File: config.mk
export PLATFORM = sky130hd
export DESIGN_NAME = cordic_vectoring
export DESIGN_NICKNAME = d
export VERILOG_FILES = /design/src/rtl/cordic_vectoring.sv
export SDC_FILE = /design/constraint.sdc
export NUM_CORES = 2
export LEC_CHECK = 0
export ABC_AREA = 1
export BUFFER_PORTS_ARGS = -buffer_cell sky130_fd_sc_hd__clkbuf_2
export CORE_ASPECT_RATIO = 0.9
export CORE_MARGIN = 3
export CORE_UTILIZATION = 65
export CTS_CLUSTER_DIAMETER = 200
export DETAILED_ROUTE_END_ITERATION = 6
export HOLD_SLACK_MARGIN = 0.15
export PLACE_DENSITY = 0.82
export SETUP_SLACK_MARGIN = 0.1
export SYNTH_ARGS = -nofsm -noshare
export SYNTH_HDL_FRONTEND = slang
export SYNTH_SLANG_ARGS = --single-unit
File: constraint.sdc
create_clock -name clk -period 41.1 [get_ports clk]
set_input_delay 2.055 -clock clk [delete_from_list [all_inputs] [get_ports clk]]
set_output_delay 2.055 -clock clk [all_outputs]
set_load 0.03 [all_outputs]
File: src/rtl/cordic_vectoring.sv
// rtl/cordic_vectoring.sv - pipelined vectoring-mode CORDIC, (x,y) to magnitude/phase
//
// Purpose:
//   Converts a signed (x,y) vector into gain-compensated magnitude and phase.
//   Phase uses 20-bit turn encoding (2^20 = 360 deg, 0x40000 = +90 deg).
//   Stage 0 pre-rotates into the right half-plane and performs iteration 0;
//   stages 1..STAGES-1 perform the remaining iterations; one output register
//   applies the gain correction and saturation. Global stall on backpressure.
//
// Ports:
//   clk        in   1           system clock
//   rst        in   1           synchronous active-high reset
//   in_valid   in   1           x_in/y_in valid
//   in_ready   out  1           sample accepted this cycle when in_valid high
//   x_in       in   DATA_WIDTH  signed x (I)
//   y_in       in   DATA_WIDTH  signed y (Q)
//   out_valid  out  1           mag_out/phase_out valid
//   out_ready  in   1           downstream accepts output
//   mag_out    out  DATA_WIDTH  unsigned magnitude
//   phase_out  out  20          signed phase in turn encoding
//
// Configuration macro:
//   CORDIC_VEC_ROUND_EN  rounding shifts in iterations and gain step.

module cordic_vectoring #(
    parameter int DATA_WIDTH = 12,
    parameter int STAGES     = 10
) (
    input  logic                         clk,
    input  logic                         rst,
    input  logic                         in_valid,
    output logic                         in_ready,
    input  logic signed [DATA_WIDTH-1:0] x_in,
    input  logic signed [DATA_WIDTH-1:0] y_in,
    output logic                         out_valid,
    input  logic                         out_ready,
    output logic        [DATA_WIDTH-1:0] mag_out,
    output logic        [19:0]           phase_out
);

    // Two guard bits: one for negating -2^(DW-1), one for the CORDIC gain
    // growth on a full-scale diagonal (1.647 * sqrt2 < 4).
    localparam int IW = DATA_WIDTH + 2;
    localparam int PW = IW + 12;

    function automatic logic [19:0] f_atan(input int i);
        case (i)
            0:       f_atan = 20'd131072;
            1:       f_atan = 20'd77376;
            2:       f_atan = 20'd40884;
            3:       f_atan = 20'd20753;
            4:       f_atan = 20'd10417;
            5:       f_atan = 20'd5213;
            6:       f_atan = 20'd2607;
            7:       f_atan = 20'd1304;
            8:       f_atan = 20'd652;
            9:       f_atan = 20'd326;
            10:      f_atan = 20'd163;
            11:      f_atan = 20'd81;
            12:      f_atan = 20'd41;
            13:      f_atan = 20'd20;
            14:      f_atan = 20'd10;
            15:      f_atan = 20'd5;
            default: f_atan = 20'd0;
        endcase
    endfunction

    function automatic logic signed [IW-1:0] f_shr(input logic signed [IW-1:0] v,
                                                   input int sh);
        logic signed [IW-1:0] t;
        t = v;
`ifdef CORDIC_VEC_ROUND_EN
        if (sh > 0) begin
            t = v + (IW'(1) << (sh - 1));
        end
`endif
        f_shr = t >>> sh;
    endfunction

    logic signed [IW-1:0] r_x [STAGES];
    logic signed [IW-1:0] r_y [STAGES];
    logic        [19:0]   r_z [STAGES];
    logic [STAGES-1:0]    r_v;
    logic [STAGES-1:0]    r_zero;

    logic                  r_ovalid;
    logic [DATA_WIDTH-1:0] r_mag;
    logic [19:0]           r_phase;

    logic                  w_adv;
    logic signed [IW-1:0]  w_xi;
    logic signed [IW-1:0]  w_yi;
    logic signed [IW-1:0]  w_xs  [STAGES];
    logic signed [IW-1:0]  w_ys  [STAGES];
    logic        [19:0]    w_zs  [STAGES];
    logic signed [IW-1:0]  w_xsh [STAGES];
    logic signed [IW-1:0]  w_ysh [STAGES];
    logic signed [IW-1:0]  w_x_nxt [STAGES];
    logic signed [IW-1:0]  w_y_nxt [STAGES];
    logic        [19:0]    w_z_nxt [STAGES];
    logic signed [PW-1:0]  w_prod;
    logic signed [PW-1:0]  w_mag_full;
    logic [DATA_WIDTH-1:0] w_mag_sat;
    logic                  w_in_zero;

    assign w_adv     = out_ready | ~r_ovalid;
    assign in_ready  = w_adv;
    assign out_valid = r_ovalid;
    assign mag_out   = r_mag;
    assign phase_out = r_phase;

    assign w_xi      = IW'(x_in);
    assign w_yi      = IW'(y_in);
    assign w_in_zero = (x_in == '0) && (y_in == '0);

    always_comb begin
        // Pre-rotation by 180 deg folds the left half-plane into the right one.
        if (x_in[DATA_WIDTH-1]) begin
            w_xs[0] = -w_xi;
            w_ys[0] = -w_yi;
            w_zs[0] = 20'h80000;
        end else begin
            w_xs[0] = w_xi;
            w_ys[0] = w_yi;
            w_zs[0] = 20'h00000;
        end
        for (int s = 1; s < STAGES; s++) begin
            w_xs[s] = r_x[s-1];
            w_ys[s] = r_y[s-1];
            w_zs[s] = r_z[s-1];
        end
        for (int s = 0; s < STAGES; s++) begin
            w_xsh[s] = f_shr(w_xs[s], s);
            w_ysh[s] = f_shr(w_ys[s], s);
            if (!w_ys[s][IW-1]) begin
                w_x_nxt[s] = w_xs[s] + w_ysh[s];
                w_y_nxt[s] = w_ys[s] - w_xsh[s];
                w_z_nxt[s] = w_zs[s] + f_atan(s);
            end else begin
                w_x_nxt[s] = w_xs[s] - w_ysh[s];
                w_y_nxt[s] = w_ys[s] + w_xsh[s];
                w_z_nxt[s] = w_zs[s] - f_atan(s);
            end
        end
    end

    // Gain compensation: 1242/2048 approximates 1/1.647.
    always_comb begin
        w_prod = PW'(r_x[STAGES-1]) * PW'(1242);
`ifdef CORDIC_VEC_ROUND_EN
        w_mag_full = (w_prod + PW'(1024)) >>> 11;
`else
        w_mag_full = w_prod >>> 11;
`endif
        if (w_mag_full < 0) begin
            w_mag_sat = '0;
        end else if (w_mag_full > PW'((1 << DATA_WIDTH) - 1)) begin
            w_mag_sat = '1;
        end else begin
            w_mag_sat = w_mag_full[DATA_WIDTH-1:0];
        end
    end

    always_ff @(posedge clk) begin
        if (rst) begin
            for (int s = 0; s < STAGES; s++) begin
                r_x[s] <= '0;
                r_y[s] <= '0;
                r_z[s] <= '0;
            end
            r_v      <= '0;
            r_zero   <= '0;
            r_ovalid <= 1'b0;
            r_mag    <= '0;
            r_phase  <= '0;
        end else if (w_adv) begin
            r_v[0]    <= in_valid;
            r_zero[0] <= w_in_zero;
            for (int s = 1; s < STAGES; s++) begin
                r_v[s]    <= r_v[s-1];
                r_zero[s] <= r_zero[s-1];
            end
            for (int s = 0; s < STAGES; s++) begin
                r_x[s] <= w_x_nxt[s];
                r_y[s] <= w_y_nxt[s];
                r_z[s] <= w_z_nxt[s];
            end
            r_ovalid <= r_v[STAGES-1];
            // A zero vector has no defined angle; force a clean 0/0 result.
            if (r_zero[STAGES-1]) begin
                r_mag   <= '0;
                r_phase <= '0;
            end else begin
                r_mag   <= w_mag_sat;
                r_phase <= r_z[STAGES-1];
            end
        end
    end

endmodule

# Yosys cells after proc, flatten, opt, wreduce, memory -nomap -nowiden
# Memory sizes are Yosys's and may differ from the RTL's.
# Cells that the tools add are included.
[classes]
n_addsub = 61
multipliers = 1
order_cmp = 2
muxes = 92
n_bitwise = 32
reduce_logical = 3
[ops]
columns = ["operator", "count"]
rows = [
  ["two-way mux 20 bit", 42],
  ["two-way mux 14 bit", 42],
  ["adder 20 bit", 10],
  ["subtractor 20 bit", 10],
  ["two-way mux 12 bit", 3],
  ["bitwise OR 1 bit", 31],
  ["adder 14 x 10 -> 14 bit", 2],
  ["adder 14 x 11 -> 14 bit", 2],
  ["adder 14 x 12 -> 14 bit", 2],
  ["adder 14 x 13 -> 14 bit", 2],
  ["adder 14 x 5 -> 14 bit", 2],
  ["adder 14 x 6 -> 14 bit", 2],
  ["adder 14 x 7 -> 14 bit", 2],
  ["adder 14 x 8 -> 14 bit", 2],
  ["adder 14 x 9 -> 14 bit", 2],
  ["negation 12 -> 14 bit", 2],
  ["subtractor 14 x 10 -> 14 bit", 2],
  ["subtractor 14 x 11 -> 14 bit", 2],
  ["subtractor 14 x 12 -> 14 bit", 2],
  ["subtractor 14 x 13 -> 14 bit", 2],
  ["subtractor 14 bit", 2],
  ["subtractor 14 x 5 -> 14 bit", 2],
  ["subtractor 14 x 6 -> 14 bit", 2],
  ["subtractor 14 x 7 -> 14 bit", 2],
  ["10 further kinds", 17],
]
[totals]
reg_bits = 53
mem_bits_rw = 480
input_bits = 28
n_memories = 3
[memory_table]
columns = ["memory", "words", "width", "read_ports", "rd_clocked_by_memory_dff", "write_ports", "line_no", "rtl"]
rows = [
  ["r_z", 10, 20, 10, 0, 10, "82", "logic [19:0] r_z [STAGES];"],
  ["r_x", 10, 14, 10, 0, 10, "80", "logic signed [IW-1:0] r_x [STAGES];"],
  ["r_y", 10, 14, 9, 0, 10, "81", "logic signed [IW-1:0] r_y [STAGES];"],
]

# Longest topological paths before layout
[logic_depth]
ltp_word = 6
depth_mapped = 25
depth_no_buf = 25

# Worst setup path before layout
# Ideal clock, no wire load.
[synth_path]
kind = "input -> register"
from = "input port out_ready"
to = "memory r_x[0][10] (netlist bit), enable pin"
setup_time_ps = 951
t_arrival_ps = 14074
t_required_ps = 40149
setup_slack_ps = 26076
cell_stages = 5
path_buffers = 1
path_cell_list = "nor2_1 -> inv_1 -> nor2_1 -> inv_1 -> clkbuf_1"
[synth_lines]
columns = ["element", "line_no", "rtl"]
rows = [
  ["start: declaration", "36", "input logic out_ready,"],
  ["end: declaration", "80", ""],
]

==> flow_metrics.tcl <==
set metrics [dict create \
    cts_made_buffers 51 \
    hold_ws_ps 452.6 \
    synth_most_common_cell "nand2_1" \
    top_layer_used "met5" \
    nNetsFinal 5984 \
    critPathMaxFanout 14 \
    avgSynthCellArea_um2 7.752 \
    hold_viol_final 0 \
    dieWidth_um 272.4 \
    tightest_slew_ps 1117 \
    clk_latency_ps 610 \
    drt_iter0_markers 3080 \
    min_path_type "reg -> reg" \
    routed_wl_mm 98.44 \
    numClockSinks 472 \
    drive_above_1_share 0.03608 \
    pre_cts_ws_ps 35980 \
    grt_pass1_vias 33550 \
    synth_top_area_frac 0.3030 \
    ys.flop_type "edfxtp_1" \
    path_clk_slew_ps 60 \
    m1WireLength_mm 45.08 \
    fin_crit_sh 0.1219 \
    outcome "complete, but fails checks" \
    cts.repair.resized 0 \
    grt.total_usage 0.2902 \
    critPathLaunchType "flop" \
    synth_top_area_cell "edfxtp_1" \
    setup_viol 0 \
    firstDrtPassIters 7 \
    synth_common_cells "974 x nand2_1, 731 x inv_1, 675 x a21oi_1" \
    seq_area_frac_synth 0.3286 \
    route.detailed.drc 4 \
    ctsRootBufferMaster "clkbuf_16" \
    worstPathArrival_ps 5500 \
    synth_edf_count 419 \
    core_region_area_mm2 0.06292 \
    gp_congestion 0.9252 \
    min_period_ps 5010 \
    crit_chain "ha_1, xnor2_1, ha_1, fa_1, fa_1, inv_1, fa_1, inv_1, ha_1, nand2_2, clkinv_2, nand2_1, nor3_1, o21ai_0, nand3_1, nor2_1, nor2_2, nand2_1, nand2_1, nand2_1" \
    rsz0062_at_grt "false" \
    n_antenna_cell 0 \
    cts_tree "done" \
    wl_met3_mm 5.005 \
    ys_warn_count 0 \
    dp_hpwl_mm 74.62 \
    num_vias 36250 \
    areaGrowthSynthToFinish_pct 6.946 \
    critPathMostFrequentCell "nand2_1" \
    crit_path_max_incr_delay_ps 690 \
    ios 62 \
    antenna_found_initial 1 \
    max_cap_viol_count 0 \
    grt_overflow_total 0 \
    clockBufferDepth 3 \
    start_util 0.6599 \
    fmax_mhz 199.6 \
    netlist_area_mm2 0.04152 \
    tns_ps 0 \
    die-area_mm2 0.06695 \
    grt_max_degree 196 \
    dr_wl_met2_mm 45.99 \
    fp-row-count 87 \
    ctsHtreeMaxLevel 2 \
    cp_slowest_cell "edfxtp_1" \
    cp-end-kind "flop" \
    grt_pass1_wl_mm 162.6 \
    synth_cells 5356 \
    port_buffers 61 \
    hold_buffers 0 \
    crit_type "reg -> reg" \
    finalWorstSetupSlack_ps 36090 \
    drtAntennaViolNets 0 \
    violations "DRC" \
    synth_cell_types 55 \
    fin_skew_ps 29.91 \
    cts_setup_buffers 0 \
    required_ps 41590 \
    async_flop_share 0 \
    vias_per_cell 5.775 \
    synth-seq-cells 472 \
    synth_area_leaders "edfxtp_1 30%, ha_1 15%, nand2_1 8.8%" \
    post_drt_wl_per_cell_um 15.68 \
    drv_slew 0 \
    die_h_um 245.8 \
    maxSlewHeadroom 0.2555 \
]
==> kinds of logic (layout without fill, tap and decap cells) <==
logic type / Yosys count / in the layout / synth area share
xor+xnor: 191 / 191 / 0.04029
other cells: 2 / 3 / 0.0001809
compound gates: 1370 / 1370 / 0.1806
simple gates: 1924 / 1924 / 0.1908
buf+inv: 833 / 908 / 0.07678
flops: 472 / 472 / 0.3286
fa+ha+maj: 564 / 564 / 0.1828
==> per-layer routing <==
layer  vias up  global-route usage
met4         2             0.08078
met5         -                   0
met1     16670              0.4006
li1      18370                   -
met2      1039              0.4901
met3       172             0.02693
==> worst paths after layout <==
check / from / end / slack (ps) / depth (start not counted)
worst max register to register: r_x[9][13]$_SDFFCE_PN0P_ / mag_out[9]$_SDFFE_PP0P_ / 36090 / 20
worst min-delay path: mag_out[5]$_SDFFE_PP0P_ / mag_out[5]$_SDFFE_PP0P_ / 450 / 2
worst max-delay path: r_x[9][13]$_SDFFCE_PN0P_ / mag_out[9]$_SDFFE_PP0P_ / 36090 / 20
worst min register to register: mag_out[5]$_SDFFE_PP0P_ / mag_out[5]$_SDFFE_PP0P_ / 450 / 2
==> cell type report <==
| class | instances | area (µm²) |
|---|---|---|
| Tap cell | 845 | 1057 |
| Sequential cell | 472 | 13640 |
| Clock buffer | 66 | 1479 |
| Inverter | 741 | 2795 |
| Timing Repair Buffer | 74 | 427.9 |
| Clock inverter | 27 | 299.0 |
| Multi-Input combinational cell | 4052 | 24700 |
| Fill cell | 5194 | 18510 |
==> state kept, by name, summed over array words and instances, names as in the netlist <==
register   cells
r_zero        10
phase_out     20
r_x          139
out_valid      1
r_y          117
r_v           10
r_z          163
mag_out       12
==> through the flow <==
stage / area [µm²] / instances / utilization
after floorplan: 41530 / 5357 / -
after global placement: 42630 / 6184 / 0.6775
after detailed placement: 42630 / 6184 / 0.6775
after CTS: 44410 / 6277 / 0.7058
after global routing: 44410 / 6277 / 0.7058
final: 44410 / 6277 / 0.7058
==> cell usage in the layout, fill, tap and decap left out, drive strengths merged, types with 3 or more instances in the layout <==
cell | Yosys | layout
xnor2 | 29 | 29
edfxtp | 419 | 419
o31ai | 21 | 21
nor3 | 78 | 78
and2 | 12 | 12
nand4 | 33 | 33
o22ai | 22 | 22
a21o | 34 | 34
o21bai | 31 | 31
a31oi | 35 | 35
a211oi | 4 | 4
or2 | 12 | 12
o211ai | 8 | 8
o2111ai | 3 | 3
a32o | 20 | 20
xor2 | 162 | 162
nand3 | 240 | 240
o21a | 45 | 45
a21boi | 21 | 21
buf | 27 | 13
inv | 739 | 747
nor4 | 24 | 24
clkbuf | 65 | 127
nor2 | 529 | 529
conb | 2 | 3
a21oi | 677 | 677
fa | 71 | 71
o21ai | 440 | 440
bufinv | 0 | 5
ha | 493 | 493
dfxtp | 53 | 53
nand2 | 978 | 978
nand3b | 13 | 13
a221oi | 4 | 4
clkinv | 2 | 14
==> worst max-delay path: cells and delay by family (launching register included) <==
family          cells  cell delay [ps]
fa+ha+maj           6             2550
compound gates      1              130
flops               1              690
simple gates        9             1150
xor+xnor            1              190
buf+inv             3              170
Power is not shown: default switching activity piles up to over one toggle a cycle in this logic, so the estimate is an artifact.
